[src/rtl/bf8b_sequencer.sv]
// bf8b_sequencer: fetch -> decode -> dispatch control loop for the bf8b core.
// Owns the program counter, conditional jumps, halt detection and the
// execution-timeout error. Every output is a flop; the outputs are loaded
// from the next-state value, so each output changes on the same edge as the
// state that it reflects.
module bf8b_sequencer #(
    parameter int         PC_W         = 6,
    parameter int         EXEC_TIMEOUT = 16,
    parameter logic [7:0] HALT_OP      = 8'hFF
) (
    input  logic            clk,
    input  logic            rst,
    input  logic            run,
    input  logic            zero_flag,
    output logic            imem_req,
    output logic [PC_W-1:0] imem_addr,
    input  logic            imem_ack,
    input  logic [7:0]      imem_data,
    output logic            dec_en,
    output logic [7:0]      dec_inst,
    input  logic [1:0]      dec_type,
    input  logic            dec_srcdst,
    input  logic [5:0]      dec_addr,
    input  logic            dec_ready,
    output logic            mem_req,
    output logic            alu_req,
    output logic            io_req,
    input  logic            mem_ack,
    input  logic            alu_ack,
    input  logic            io_ack,
    output logic            exec_srcdst,
    output logic [5:0]      exec_addr,
    output logic [PC_W-1:0] pc,
    output logic            busy,
    output logic            halted,
    output logic            err
);

    localparam logic [2:0] S_IDLE     = 3'd0;
    localparam logic [2:0] S_FETCH    = 3'd1;
    localparam logic [2:0] S_DECODE   = 3'd2;
    localparam logic [2:0] S_DISPATCH = 3'd3;
    localparam logic [2:0] S_WAIT     = 3'd4;
    localparam logic [2:0] S_HALT     = 3'd5;

    localparam int CNT_W = (EXEC_TIMEOUT > 2) ? $clog2(EXEC_TIMEOUT) : 1;
    localparam logic [CNT_W-1:0] CNT_LAST =
        CNT_W'((EXEC_TIMEOUT > 0) ? EXEC_TIMEOUT - 1 : 0);

    logic [2:0]       state, state_nxt;
    logic [1:0]       dtype;      // latched decoder inst_type
    logic             first_dec;  // high in the first DECODE cycle
    logic [CNT_W-1:0] cnt;        // cycles spent in WAIT_EXEC
    logic             ack_hit;
    logic             tmo;
    logic             dec_take;

    // The fetch address is the program counter itself.
    assign imem_addr = pc;

    // Next-state selection; only the ack that matches the pending request counts.
    always_comb begin
        ack_hit   = (dtype == 2'b01 && mem_ack) ||
                    (dtype == 2'b10 && alu_ack) ||
                    (dtype == 2'b11 && io_ack);
        tmo       = (EXEC_TIMEOUT != 0) && (cnt == CNT_LAST);
        // A ready seen in the first DECODE cycle may be left over from the
        // previous instruction, so it is not trusted.
        dec_take  = !first_dec && dec_ready;
        state_nxt = state;
        case (state)
            S_IDLE:     if (run) state_nxt = S_FETCH;
            S_FETCH:    if (imem_ack)
                            state_nxt = (imem_data == HALT_OP) ? S_HALT : S_DECODE;
            S_DECODE:   if (dec_take) state_nxt = S_DISPATCH;
            S_DISPATCH: state_nxt = (dtype == 2'b00) ? S_FETCH : S_WAIT;
            S_WAIT:     if (ack_hit) state_nxt = S_FETCH;
                        else if (tmo) state_nxt = S_HALT;
            S_HALT:     state_nxt = S_HALT;
            default:    state_nxt = S_IDLE;
        endcase
    end

    // State, datapath registers and registered outputs.
    always_ff @(posedge clk) begin
        if (rst) begin
            state       <= S_IDLE;
            pc          <= '0;
            dec_inst    <= '0;
            dtype       <= '0;
            first_dec   <= 1'b1;
            cnt         <= '0;
            imem_req    <= 1'b0;
            dec_en      <= 1'b0;
            mem_req     <= 1'b0;
            alu_req     <= 1'b0;
            io_req      <= 1'b0;
            exec_srcdst <= 1'b0;
            exec_addr   <= '0;
            busy        <= 1'b0;
            halted      <= 1'b0;
            err         <= 1'b0;
        end else begin
            state     <= state_nxt;
            first_dec <= (state != S_DECODE);

            imem_req  <= (state_nxt == S_FETCH);
            dec_en    <= (state_nxt == S_DECODE);
            mem_req   <= (state_nxt == S_WAIT) && (dtype == 2'b01);
            alu_req   <= (state_nxt == S_WAIT) && (dtype == 2'b10);
            io_req    <= (state_nxt == S_WAIT) && (dtype == 2'b11);
            busy      <= (state_nxt != S_IDLE) && (state_nxt != S_HALT);
            halted    <= (state_nxt == S_HALT);

            if (state == S_FETCH && imem_ack)
                dec_inst <= imem_data;

            if (state == S_DECODE && dec_take) begin
                dtype       <= dec_type;
                exec_srcdst <= dec_srcdst;
                exec_addr   <= dec_addr;
            end

            // Jump target comes from the address latched at decode, which is
            // the decoder's addr for this instruction.
            if (state == S_DISPATCH) begin
                cnt <= '0;
                if (dtype == 2'b00)
                    pc <= zero_flag ? PC_W'(exec_addr) : pc + PC_W'(1);
            end

            if (state == S_WAIT) begin
                cnt <= cnt + CNT_W'(1);
                if (ack_hit)
                    pc <= pc + PC_W'(1);
                else if (tmo)
                    err <= 1'b1;
            end
        end
    end

endmodule

[config.mk]
export PLATFORM = sky130hd
export DESIGN_NAME = bf8b_sequencer
export DESIGN_NICKNAME = d
export VERILOG_FILES = /design/src/rtl/bf8b_sequencer.sv
export SDC_FILE = /design/constraint.sdc
export NUM_CORES = 1
export LEC_CHECK = 0
export ABC_CLOCK_PERIOD_IN_PS = 2800
export CAP_MARGIN = 20
export CORE_MARGIN = 2
export CORE_UTILIZATION = 47
export DETAILED_ROUTE_END_ITERATION = 16
export PLACE_DENSITY = 0.81
export SLEW_MARGIN = 20
export SYNTH_ARGS = -nofsm -noshare
export SYNTH_HDL_FRONTEND = slang
export SYNTH_SLANG_ARGS = --single-unit
[constraint.sdc]
create_clock -name clk -period 2.8 [get_ports clk]
set_input_delay 0.28 -clock clk [delete_from_list [all_inputs] [get_ports clk]]
set_output_delay 0.28 -clock clk [all_outputs]
set_load 0.02 [all_outputs]
; Yosys cells after proc, flatten, opt, wreduce, memory -nomap -nowiden
; Index checks and enable logic that the tools add are counted.
[word_totals]
regBits = 39
input_bits = 26
[op_classes]
addsub = 2
eq_ne = 16
n_mux = 15
bitwise_logic = 1
n_reduce_logical = 18
[ops]
columns = op, count
row1 = $mux 6, 5
row2 = $mux 3, 7
row3 = $pmux 3 s6, 1
row4 = $eq 3x3->1 const B, 4
row5 = $logic_and 1x1->1, 10
row6 = $eq 3x2->1 const B, 3
row7 = $eq 8x8->1 const B, 1
row8 = $mux 4, 2
row9 = $add 6x1->6 const B, 1
row10 = $eq 3x1->1 const B, 2
row11 = $add 4x1->4 const B, 1
row12 = $eq 2x2->1 const B, 2
row13 = $eq 4x4->1 const B, 1
row14 = $logic_not 3->1, 1
row15 = $ne 3x2->1 const B, 1
row16 = $ne 3x3->1 const B, 1
row17 = $reduce_and 3->1, 1
row18 = $reduce_bool 3->1, 1
row19 = $eq 2x1->1 const B, 1
row20 = $logic_not 2->1, 1
row21 = $logic_or 1x1->1, 2
row22 = $reduce_bool 2->1, 1
row23 = $logic_not 1->1, 1
row24 = $not 1->1, 1

; Logic depth before layout (Yosys ltp)
; Gate-level depths: netlist of the first run.
[depth]
depth_word = 8
depth_mapped = 7
depth_no_buf = 5

; Worst setup path after synthesis of the first run
; Ideal clock, no wire load.
[synth_timing]
path_type = register to register
from = register state[1]
to = register imem_req
setup_time_ns = 0.087
arrival_time_ns = 1.696
required_ns = 2.713
path_slack_ns = 1.017
stages_incl_launch_ff = 8
path_buffers = 2
period_less_slack_ns = 1.783
cell_sequence = dfxtp_1 -> buf_6 -> nand2b_4 -> or4b_4 -> buf_6 -> and3_4 -> and3_4 -> nor4b_2
[synth_between]
elab_chain_len = 4
[synth_lines]
columns = element, line_no
row1 = start: declaration, 50  ; logic [2:0] state, state_nxt;
row2 = start signal: assignment, 104  ; state <= state_nxt;
row3 = $mux 3, 78  ; else if (tmo) state_nxt = S_HALT;
row4 = $mux 3, 77  ; S_WAIT: if (ack_hit) state_nxt = S_FETCH;
row5 = $pmux 3 s6 *, 71  ; case (state)
row6 = $eq 3x1->1 *, 107  ; imem_req <= (state_nxt == S_FETCH);
row7 = end signal: assignment, 107
row8 = end: declaration, 15  ; output logic imem_req,
; Every way passes the cells marked *; elsewhere a longest branch is shown, timed or not.
; A chain may end at the register's enable or synchronous reset.

; Final worst setup path of the first run
[layout_timing]
from = register state[1]
to = register pc[5] (netlist: imem_addr[5])
[layout_between]
elab_chain_len = 4
[layout_lines]
columns = element, line_no
row1 = $eq 3x2->1, 126  ; if (state == S_DISPATCH) begin
row2 = $mux 6, 126
row3 = $mux 6, 134  ; if (ack_hit)
row4 = $mux 6 *, 132  ; if (state == S_WAIT) begin
row5 = end signal: assignment, 129  ; pc <= zero_flag ? PC_W'(exec_addr) : pc + PC_W'(1);
row6 = end signal: assignment, 135  ; pc <= pc + PC_W'(1);
row7 = end: declaration, 33  ; output logic [PC_W-1:0] pc,
; Marked as above.

==> results.py, run 1 <==
metrics = {
    "run_status": {
        "status": "completed",
    },
    "clock_tree": {
        "post_cts_buffers": 0,
        "cts_tree": "done",
        "cts_max_path_buffers": 2,
        "clk_latency_ps": 290,
        "path_clk_slew_ps": 70,
        "clock_sink_count": 39,
        "cts_resized": 0,
        "cts_hold_buf": 0,
        "numCtsBuffers": 5,
        "cts-root-buf": "clkbuf_8",
        "htreeDepth": 2,
    },
    "sta": {
        "maxSlewViolCount": 0,
        "relSlewSlack_pct": 50.3,
        "worst_pin_slew_ps": 746,
        "finalSetupViolCount": 0,
        "rsz0062_at_grt": "no",
        "hold_viol": 0,
        "finalWorstSetupSlack_ps": 556,
        "period_share_pct": 80.1,
        "finalClockSkew_ps": 4.02,
        "timing.fmax_mhz": 446,
        "finalSetupTns_ps": 0,
        "timing.final.crit_period_ps": 2240,
    },
    "setup_path": {
        "worstPathMaxFanout": 11,
        "cp.arrival_ps": 2440,
        "crit_buf_inv": 0,
        "cp-end-kind": "flop",
        "cp-start-kind": "flop",
        "cp_top_family": "simple AND/OR/NAND/NOR gates",
        "critical_path_class": "reg2reg",
        "slowest_delay_ps": 610,
        "path_cells": "nand3b_4 -> nor3_2 -> a21oi_1 -> or4_1 -> a311oi_1",
        "worstPathRequired_ps": 3000,
        "slowest_stage": "dfxtp_1",
    },
    "floorplanning": {
        "fp.dieW_um": 67.0,
        "fp-row-count": 22,
        "ios": 61,
        "die_y_um": 67.0,
        "coreArea_sq_um": 3740,
        "dieArea_sq_um": 4480,
        "start_util_pct": 49.8,
    },
    "logic_synthesis": {
        "yosys_warnings": 0,
        "synth_edf_count": 0,
        "syn_avg_cell_area_sq_um": 9.13,
        "synthCells": 204,
        "ys_seq_area_share_pct": 41.9,
        "syn_area_sq_um": 1860,
        "synth_top_flop_cell": "dfxtp_1",
        "yosysUniqueCellTypes": 54,
        "synth_top_area_share_pct": 41.9,
        "ys_async_sr_fraction_pct": 0,
        "ys_seq_elements": 39,
        "synth_area_leaders": "dfxtp_1 42%, mux2i_1 9.7%, nor2_1 5.4%, a21oi_1 3.2%, buf_4 3.2%",
        "synth_area_leader_cell": "dfxtp_1",
        "synth_nets": 232,
    },
    "pwr": {
        "totalPowerFinal_mw": 1.13,
        "p_per_area_nw_per_um2": 443,
        "leakage_nw": 0.988,
        "ir_drop_v": 0.000296,
    },
    "cells_and_area": {
        "final_cell_area_sq_um": 2550,
        "diodes": 0,
        "final_layout_size_suffix_gt1_share_pct": 10.8,
        "nNetsFinal": 286,
        "fin_util_pct": 68.1,
        "mostFrequentLayoutCells": "60 x clkdlybuf4s50_1, 39 x dfxtp_1, 27 x nor2_1, 18 x mux2i_1, 12 x a21oi_1",
        "final_common_cell": "clkdlybuf4s50_1",
        "syn2layout_area_growth_pct": 36.9,
    },
    "flow_run": {
        "maxCapViolations": 0,
    },
    "drt": {
        "drtPass1Iterations": 4,
        "routed_via_density": 5.43,
        "routed_wl_um": 4290,
        "remaining_drc_errors": 0,
        "routedWlPerCell_um": 14.0,
        "drt_iter0_markers": 112,
        "final_antenna_net_count": 0,
        "vias": 1668,
    },
    "place": {
        "dp_slack_ps": 529,
        "dp_hpwl_um": 3130,
        "port_buffers": 60,
        "placed_area_sq_um": 2450,
        "globalplace.congestion": 0.853,
    },
    "global_routing": {
        "antenna_found_initial": 0,
        "gr-total-overflow": 0,
        "grt_pass1_wl_um": 7110,
        "grt_start_max_net_pins": 18,
        "gr-usage-all-layers_pct": 21.1,
        "grt_pass1_vias": 1599,
    },
    "hold_path": {
        "hp-class": "reg2reg",
    },
}
-- cell families after synthesis --
logic type                 after synthesis  share of synthesized area (%)
and+or+nand+nor                         80                           25.8
buffers and inverters                   24                           7.32
AOI/OAI and AO/OA                       41                           14.0
muxes                                   18                           9.67
adders and majority gates                2                           1.34
DFF                                     39                           41.9
-- flip-flops by register name, indices dropped and copies added (netlist names), 2 cells and up --
name / count
dec_inst: 8
imem_addr: 6
state: 3
exec_addr: 6
cnt: 4
dtype: 2
-- tightest hold or removal path, cell delays in order (launching register included) --
cell and delay [ps]:
dfxtp_1 310, inv_1 50, a21oi_1 50
-- final timing paths --
check                            from  depth (start not counted)                 endpoint  slack [ps]
setup / recovery  state[1]$_SDFF_PP0_                          5  imem_addr[5]$_SDFF_PP0_         560
hold / removal       err$_SDFFE_PP0P_                          2         err$_SDFFE_PP0P_         450
setup reg to reg  state[1]$_SDFF_PP0_                          5  imem_addr[5]$_SDFF_PP0_         560
hold reg to reg      err$_SDFFE_PP0P_                          2         err$_SDFFE_PP0P_         450
-- area by class of cell --
class,count,area (sq um)
clock buffer,8,100
fill,333,1190
inverter,7,26.3
multi-input combinational,141,952
sequential,39,781
tap,48,60.1
timing repair buffer,64,631
-- per-stage QoR --
step / hold WS, ps / std cells
after CTS: 452 / 307
after global placement: 439 / 299
after global routing: 476 / 307
after floorplan: 424 / 204
after detailed placement: 441 / 299
final: 448 / 307
-- synthesized netlist by cell type, drive strengths merged (2+ instances only) --
cell type,n
a21o,2
nand3,3
clkbuf,5
nand4,6
nand3b,3
a211oi,2
dfxtp,39
and3,6
a21oi,12
inv,7
mux2i,18
nor3,6
nor4,2
nor3b,3
nor2,27
o21ai,12
or3,4
nor4b,2
nor2b,2
ha,2
nand2,8
buf,12
-- where the power goes --
| part | leakage, nW | switching, mW | internal, mW |
|---|---|---|---|
| Sequential | 0.316 | 0.0126 | 0.567 |
| Combinational | 0.621 | 0.0627 | 0.0797 |
| Clock | 0.0515 | 0.184 | 0.225 |
| Total | 0.988 | 0.259 | 0.871 |
-- layer usage --
metal	track usage [%]	wire, um
met1	24.1	1880
met2	36.0	2050
met3	6.42	264
met4	9.69	95
met5	0	0
(Power assumes the default switching activity.)
==> run 2, diff against run 1 <==
--- a/config.mk
+++ b/config.mk
@@ -5,12 +5,12 @@
 export SDC_FILE = /design/constraint.sdc
 export NUM_CORES = 1
 export LEC_CHECK = 0
-export ABC_CLOCK_PERIOD_IN_PS = 2800
+export ABC_CLOCK_PERIOD_IN_PS = 2100
 export CAP_MARGIN = 20
 export CORE_MARGIN = 2
-export CORE_UTILIZATION = 47
+export CORE_UTILIZATION = 45
 export DETAILED_ROUTE_END_ITERATION = 16
-export PLACE_DENSITY = 0.81
+export PLACE_DENSITY = 0.78
 export SLEW_MARGIN = 20
 export SYNTH_ARGS = -nofsm -noshare
 export SYNTH_HDL_FRONTEND = slang
==> constraint.sdc (replaced) <==
create_clock -name clk -period 2.1 [get_ports clk]
set_input_delay 0.21 -clock clk [delete_from_list [all_inputs] [get_ports clk]]
set_output_delay 0.21 -clock clk [all_outputs]
set_load 0.02 [all_outputs]
==> run 2 against run 1 <==
Highest routed layer unchanged. Largest cell class unchanged. Setup slack lost 420 ps. Global-route usage grew 0.16 points. Cell count grew 3.6%.
==> results.py, run 2 (synthesis results as in run 1) <==
metrics = {
    "setup_path": {
        "cp-start-kind": "flop",
        "path_cells": "nand2b_4 -> or4b_4 -> and3_4 -> and3_4 -> nor4b_2",
        "cp_top_family": "simple AND/OR/NAND/NOR gates",
        "crit_buf_inv": 0,
        "worstPathRequired_ps": 2300,
        "critical_path_class": "reg2reg",
        "worst_path_most_repeated_cell": "and3_4",
        "cp.arrival_ps": 2160,
        "worstPathMaxFanout": 10,
        "slowest_delay_ps": 630,
        "cp-end-kind": "flop",
        "slowest_stage": "dfxtp_1",
    },
    "floorplanning": {
        "start_util_pct": 46.6,
        "coreArea_sq_um": 4000,
        "dieArea_sq_um": 4670,
        "ios": 61,
        "fp.dieW_um": 68.3,
        "die_y_um": 68.3,
        "fp-row-count": 23,
    },
    "place": {
        "dp_hpwl_um": 3340,
        "dp_slack_ps": 163,
        "port_buffers": 60,
        "placed_area_sq_um": 2520,
        "globalplace.congestion": 0.907,
    },
    "cells_and_area": {
        "diodes": 0,
        "final_cell_area_sq_um": 2630,
        "nNetsFinal": 295,
        "final_layout_size_suffix_gt1_share_pct": 14.2,
        "syn2layout_area_growth_pct": 41.3,
        "largest_register_ffs": 8,
        "fill_cells": 340,
        "largest-register": "dec_inst",
        "mostFrequentLayoutCells": "60 x clkdlybuf4s50_1, 39 x dfxtp_1, 27 x nor2_1, 18 x mux2i_1, 13 x buf_4",
        "final_common_cell": "clkdlybuf4s50_1",
    },
    "sta": {
        "finalClockSkew_ps": 8.93,
        "finalWorstSetupSlack_ps": 138,
        "period_share_pct": 93.4,
        "worst_pin_slew_ps": 523,
        "relSlewSlack_pct": 64.8,
        "maxSlewViolCount": 0,
        "finalSetupViolCount": 0,
        "hold_viol": 0,
        "hold-worst-slack_ps": 458,
        "rsz0062_at_grt": "no",
        "timing.final.crit_period_ps": 1960,
        "finalSetupTns_ps": 0,
        "timing.fmax_mhz": 510,
    },
    "clock_tree": {
        "clock_sink_count": 39,
        "post_cts_buffers": 0,
        "cts-root-buf": "clkbuf_8",
        "cts_hold_buf": 0,
        "numCtsBuffers": 5,
        "clk_latency_ps": 290,
        "cts_max_path_buffers": 2,
        "cts_resized": 0,
        "path_clk_slew_ps": 80,
        "htreeDepth": 2,
        "cts_tree": "done",
    },
    "drt": {
        "routedWlPerCell_um": 14.3,
        "remaining_drc_errors": 0,
        "final_antenna_net_count": 0,
        "routed_wl_um": 4560,
        "vias": 1728,
        "routed_via_density": 5.43,
        "drtPass1Iterations": 4,
        "drt_iter0_markers": 155,
    },
    "pwr": {
        "p_int_mw": 1.22,
        "p_comb_share_pct": 12.0,
        "power.share.clock_pct": 39.6,
        "leakage_nw": 1.04,
        "p_sw_share_pct": 23.8,
        "p_per_area_nw_per_um2": 607,
        "seqPwrFrac_pct": 48.4,
        "ir_drop_v": 0.000559,
        "p_switching_mw": 0.381,
        "totalPowerFinal_mw": 1.60,
    },
    "global_routing": {
        "grt_start_max_net_pins": 18,
        "antenna_found_initial": 0,
        "grt_pass1_vias": 1529,
        "gr-total-overflow": 0,
        "gr-usage-all-layers_pct": 21.3,
        "grt_pass1_wl_um": 7380,
    },
    "flow_run": {
        "maxCapViolations": 0,
    },
    "run_status": {
        "status": "completed",
    },
    "hold_path": {
        "hp-class": "reg2reg",
    },
}
run 2: cell types whose count changed in the layout (fill, tap and decap cells not counted), sizes merged:
cell	previous run	this run
clkbuf	8	5
clkinv	0	2
bufinv	0	1
buf	4	13
run 2: path summary, 6_finish.rpt:
kind	endpoint	cells after the start	startpoint	slack [ps]
setup / recovery	imem_req$_SDFF_PP0_	5	state[1]$_SDFF_PP0_	140
hold / removal	err$_SDFFE_PP0P_	2	err$_SDFFE_PP0P_	460
setup reg to reg	imem_req$_SDFF_PP0_	5	state[1]$_SDFF_PP0_	140
hold reg to reg	err$_SDFFE_PP0P_	2	err$_SDFFE_PP0P_	460
run 2: layout make-up:
type	count	area, sq um	area share (%)
Sequential cell	39	781	29.7
Multi-Input combinational cell	141	952	36.2
Clock inverter	3	43.8	1.66
Tap cell	50	62.6	2.38
Timing Repair Buffer	73	698	26.5
Clock buffer	5	68.8	2.61
Inverter	7	26.3	0.998
run 2: power groups by stage:
stage	logic [mW]	registers [mW]	clock network [mW]
after floorplan	0.0909	0.796	0
after global placement	0.188	0.789	0
after detailed placement	0.191	0.790	0
after CTS	0.191	0.773	0.638
after global routing	0.206	0.776	0.669
final	0.191	0.773	0.633
run 2: layer usage:
metal / part of all wire, % / global-route usage (%)
met1: 46 / 28.6
met2: 47 / 33.3
met3: 5.4 / 5.10
met4: 1.1 / 7.50
met5: 0 / 0
run 2: worst min-delay path, delay by kind of cell (launching register included):
| kind | cells | cell delay (ps) |
|---|---|---|
| compound gates | 1 | 50 |
| buf+inv | 1 | 50 |
| flops | 1 | 320 |
run 2: per-stage QoR:
step | instances | util, %
3_3_place_gp | 310 | 63.0
3_5_place_dp | 310 | 63.0
2_1_floorplan | 204 | -
6_report | 318 | 65.8
5_1_grt | 318 | 65.8
4_1_cts | 318 | 65.8
==> run 3, diff against run 2 <==
--- a/config.mk
+++ b/config.mk
@@ -7,7 +7,7 @@
 export LEC_CHECK = 0
 export ABC_CLOCK_PERIOD_IN_PS = 2100
 export CAP_MARGIN = 20
-export CORE_MARGIN = 2
+export CORE_MARGIN = 4
 export CORE_UTILIZATION = 45
 export DETAILED_ROUTE_END_ITERATION = 16
 export PLACE_DENSITY = 0.78
==> run 3 against run 2 <==
Wire length grew 0.20%. Core utilization down 0.31 points. Fmax up 0.75%. Combinational power about the same. Setup slack better by 15 ps. Final area fell by 0.48%. Count of clock-buffer cells in the layout increased by 3. Non-clock buffer count unchanged. Critical endpoint unchanged. Sequential share of layout area increased by 0.14 points.
==> results.py, run 3 (synthesis results as in run 1) <==
metrics = {
    "drt": {
        "remaining_drc_errors": 0,
        "routedWlPerCell_um": 14.4,
        "drt_iter0_markers": 124,
        "routed_wl_um": 4570,
        "met2_length_um": 2090,
        "vias": 1702,
        "routed_via_density": 5.35,
        "met1_length_um": 2060,
        "route.met3.wl_um": 357,
        "drtPass1Iterations": 4,
        "final_antenna_net_count": 0,
        "top_layer": "met4",
    },
    "sta": {
        "rsz0062_at_grt": "no",
        "finalClockSkew_ps": 2.50,
        "maxSlewViolCount": 0,
        "finalWorstSetupSlack_ps": 153,
        "relSlewSlack_pct": 60.0,
        "finalSetupTns_ps": 0,
        "hold_viol": 0,
        "timing.final.crit_period_ps": 1950,
        "period_share_pct": 92.7,
        "worst_pin_slew_ps": 598,
        "timing.fmax_mhz": 514,
        "finalSetupViolCount": 0,
    },
    "clock_tree": {
        "numCtsBuffers": 5,
        "cts-root-buf": "clkbuf_8",
        "cts_resized": 0,
        "path_clk_slew_ps": 70,
        "htreeDepth": 2,
        "clk_latency_ps": 290,
        "cts_max_path_buffers": 2,
        "post_cts_buffers": 0,
        "cts_tree": "done",
        "cts_hold_buf": 0,
        "clock_sink_count": 39,
    },
    "cells_and_area": {
        "nNetsFinal": 295,
        "largest-register": "dec_inst",
        "fin_cells": 318,
        "syn2layout_area_growth_pct": 40.6,
        "multiInputGateArea_sq_um": 952,
        "fill_cells": 350,
        "final_common_cell": "clkdlybuf4s50_1",
        "seq_area_sq_um": 781,
        "final_layout_size_suffix_gt1_share_pct": 13.8,
        "mostFrequentLayoutCells": "60 x clkdlybuf4s50_1, 39 x dfxtp_1, 27 x nor2_1, 18 x mux2i_1, 13 x buf_4",
        "largest_register_ffs": 8,
        "diodes": 0,
    },
    "run_status": {
        "status": "completed",
    },
    "floorplanning": {
        "die_y_um": 72.3,
        "fp.dieW_um": 72.3,
        "start_util_pct": 46.6,
        "coreArea_sq_um": 4000,
        "ios": 61,
        "dieArea_sq_um": 5230,
        "fp-row-count": 23,
    },
    "setup_path": {
        "cp-end-kind": "flop",
        "slowest_stage": "dfxtp_1",
        "worstPathMaxFanout": 10,
        "crit_buf_inv": 0,
        "cp-start-kind": "flop",
        "cp.arrival_ps": 2150,
        "critical_path_class": "reg2reg",
        "path_cells": "nand2b_4 -> or4b_4 -> and3_4 -> and3_4 -> nor4b_2",
        "cp_top_family": "simple AND/OR/NAND/NOR gates",
        "worst_path_most_repeated_cell": "and3_4",
        "slowest_delay_ps": 620,
        "worstPathRequired_ps": 2300,
        "reg2reg_slack_ps": 150,
    },
    "flow_run": {
        "maxCapViolations": 0,
    },
    "global_routing": {
        "antenna_found_initial": 0,
        "grt_pass1_wl_um": 7550,
        "grt_start_max_net_pins": 19,
        "grt_pass1_vias": 1626,
        "gr-total-overflow": 0,
        "gr-usage-all-layers_pct": 18.5,
    },
    "place": {
        "dp_slack_ps": 145,
        "globalplace.congestion": 0.800,
        "placed_cells": 310,
        "dp_hpwl_um": 3330,
        "port_buffers": 60,
    },
    "pwr": {
        "p_per_area_nw_per_um2": 577,
        "leakage_nw": 1.03,
        "totalPowerFinal_mw": 1.51,
        "ir_drop_v": 0.000585,
    },
    "hold_path": {
        "hp-class": "reg2reg",
    },
}
-- run 3: cell types whose count changed in the layout (fill, tap and decap cells not counted), sizes merged --
cell / change
bufinv: -1
clkbuf: +3
clkinv: -2
-- run 3: power by group --
group / leakage [nW] / switching (mW) / internal [mW] / total (mW)
Sequential: 0.316 / 0.0181 / 0.756 / 0.774
Combinational: 0.665 / 0.0846 / 0.108 / 0.192
Clock: 0.0515 / 0.245 / 0.299 / 0.545
-- run 3: worst register-to-register path: stages, from the launching register on --
cell      delay [ps]
dfxtp_1          620
nand2b_4         110
or4b_4           500
and3_4           200
and3_4           190
nor4b_2          240
-- run 3: metrics by stage --
stage	instance area [sq um]	util [%]	hold WS, ps
floorplan	1860	-	354
global placement	2520	63.0	439
detailed placement	2520	63.0	439
CTS	2620	65.5	457
global route	2620	65.5	497
finish	2620	65.5	451
-- run 3: layout make-up --
class                           count  share of cell area [%]
Sequential cell                    39                    29.8
Timing Repair Buffer               73                    26.6
Clock buffer                        8                    3.82
Inverter                            7                    1.00
Tap cell                           50                    2.39
Multi-Input combinational cell    141                    36.3
-- run 3: path summary, 6_finish.rpt --
| path | from | end | cells after the start |
|---|---|---|---|
| setup / recovery | state[1]$_SDFF_PP0_ | imem_req$_SDFF_PP0_ | 5 |
| hold / removal | err$_SDFFE_PP0P_ | err$_SDFFE_PP0P_ | 2 |
| setup reg to reg | state[1]$_SDFF_PP0_ | imem_req$_SDFF_PP0_ | 5 |
| hold reg to reg | err$_SDFFE_PP0P_ | err$_SDFFE_PP0P_ | 2 |
-- run 3: per-layer routing --
layer  track usage, %  vias up
li1                 -      859
met1             24.0      767
met2             29.2       70
met3             5.68        6
met4             6.26        0
met5                0        -
==> RTL edit (config.mk and constraints of run 3) <==
Change the parameter `EXEC_TIMEOUT` from 16 to 32.
--- a/src/rtl/bf8b_sequencer.sv
+++ b/src/rtl/bf8b_sequencer.sv
@@ -5,7 +5,7 @@
 // state that it reflects.
 module bf8b_sequencer #(
     parameter int         PC_W         = 6,
-    parameter int         EXEC_TIMEOUT = 16,
+    parameter int         EXEC_TIMEOUT = 32,
     parameter logic [7:0] HALT_OP      = 8'hFF
 ) (
     input  logic            clk,
Check against the original RTL: no difference found for any inputs over 10 cycles, from zero or initial values and one cycle with rst high; that may be too few to reach the edited logic, so the function may still have changed.
==> RTL edit against run 3 <==
Setup slack improved by 0.036 ns. First-iteration DRC count down 10%. Critical endpoint is now mem_req$_SDFF_PP0_. Area after synthesis fell by 2.6%. Total power is 0.92% lower. Routed wire length decreased by 3.5%. Final area fell by 2.8%. Sequential cell count grew 1.
==> RTL edit: results (changes against run 3) <==
pwr-share-comb_pct: 11.7  # -1.0 points
netlist-cell-type-count: 45  # -17%
synth_compound_area_share_pct: 16.7  # +2.7 points
grt_max_degree: 16  # -3
final_cells: 317  # -0.31%
synth_adder_area_share_pct: 2.07  # +0.72 points
grt_pass1_wl_um: 7230  # -4.2%
seq_area_frac_synth_pct: 44.1  # +2.2 points
vias: 1703  # +0.059%
grt_use_total_pct: 17.6  # -0.89 points
placed_area_um2: 2450  # -2.7%
ys_top_cells_by_count: "dfxtp_1 (40), nor2_1 (26), nand2_1 (22)"
total_power_mw: 1.50  # -0.92%
status: "finished, final reports clean"
gp_congestion: 0.874  # +9.1%
max_slew_margin_pct: 72.3  # +12 points
fin_nets: 298  # +1.0%
wl_met3_um: 379  # +6.2%
wl_met2_um: 2040  # -2.3%
drive_above_1_share_pct: 8.92  # -4.9 points
ir_drop_v: 0.000426  # -27%
leakage_nw: 0.974  # -5.6%
netlist_instances: 208  # +2.0%
place_ws_ns: 0.129  # -0.0158 ns
finClkSkew_ns: 0.00398  # +0.00148 ns
fillerInstances: 325  # -7.1%
critPathArrivalTime_ns: 2.10  # -0.05 ns
power.switching_fraction_pct: 22.4  # -0.66 points
drt_pass1_iterations: 5  # +1
dp_hpwl_um: 3420  # +2.7%
synth_nets: 237  # +2.2%
wl_um: 4410  # -3.5%
drtIter0Drc: 111  # -10%
grt_pass1_vias: 1585  # -2.5%
synthMuxAreaShare_pct: 6.13  # -3.5 points
slowest_delay_ns: 0.47  # -0.15 ns
==> RTL edit: worst paths after layout <==
check	from	endpoint	slack (ns)	cells past startpoint
worst max-delay path	dtype[1]$_SDFFE_PP0P_	mem_req$_SDFF_PP0_	0.19	5
worst min-delay path	dec_inst[5]$_SDFFE_PP0P_	dec_inst[5]$_SDFFE_PP0P_	0.46	2
worst max register to register	dtype[1]$_SDFFE_PP0P_	mem_req$_SDFF_PP0_	0.19	5
worst min register to register	dec_inst[5]$_SDFFE_PP0P_	dec_inst[5]$_SDFFE_PP0P_	0.46	2
==> RTL edit: cell type report <==
type,instances,area share (%)
clock buffer,7,3.78
inverter,4,0.589
multi-input combinational,147,35.0
sequential,40,31.4
tap,48,2.36
timing repair buffer,71,26.8
==> RTL edit: routing by layer <==
metal	vias to the layer above	global-route usage [%]
li1	858	-
met1	778	23.2
met2	63	27.6
met3	4	5.19
met4	0	6.05
met5	-	0
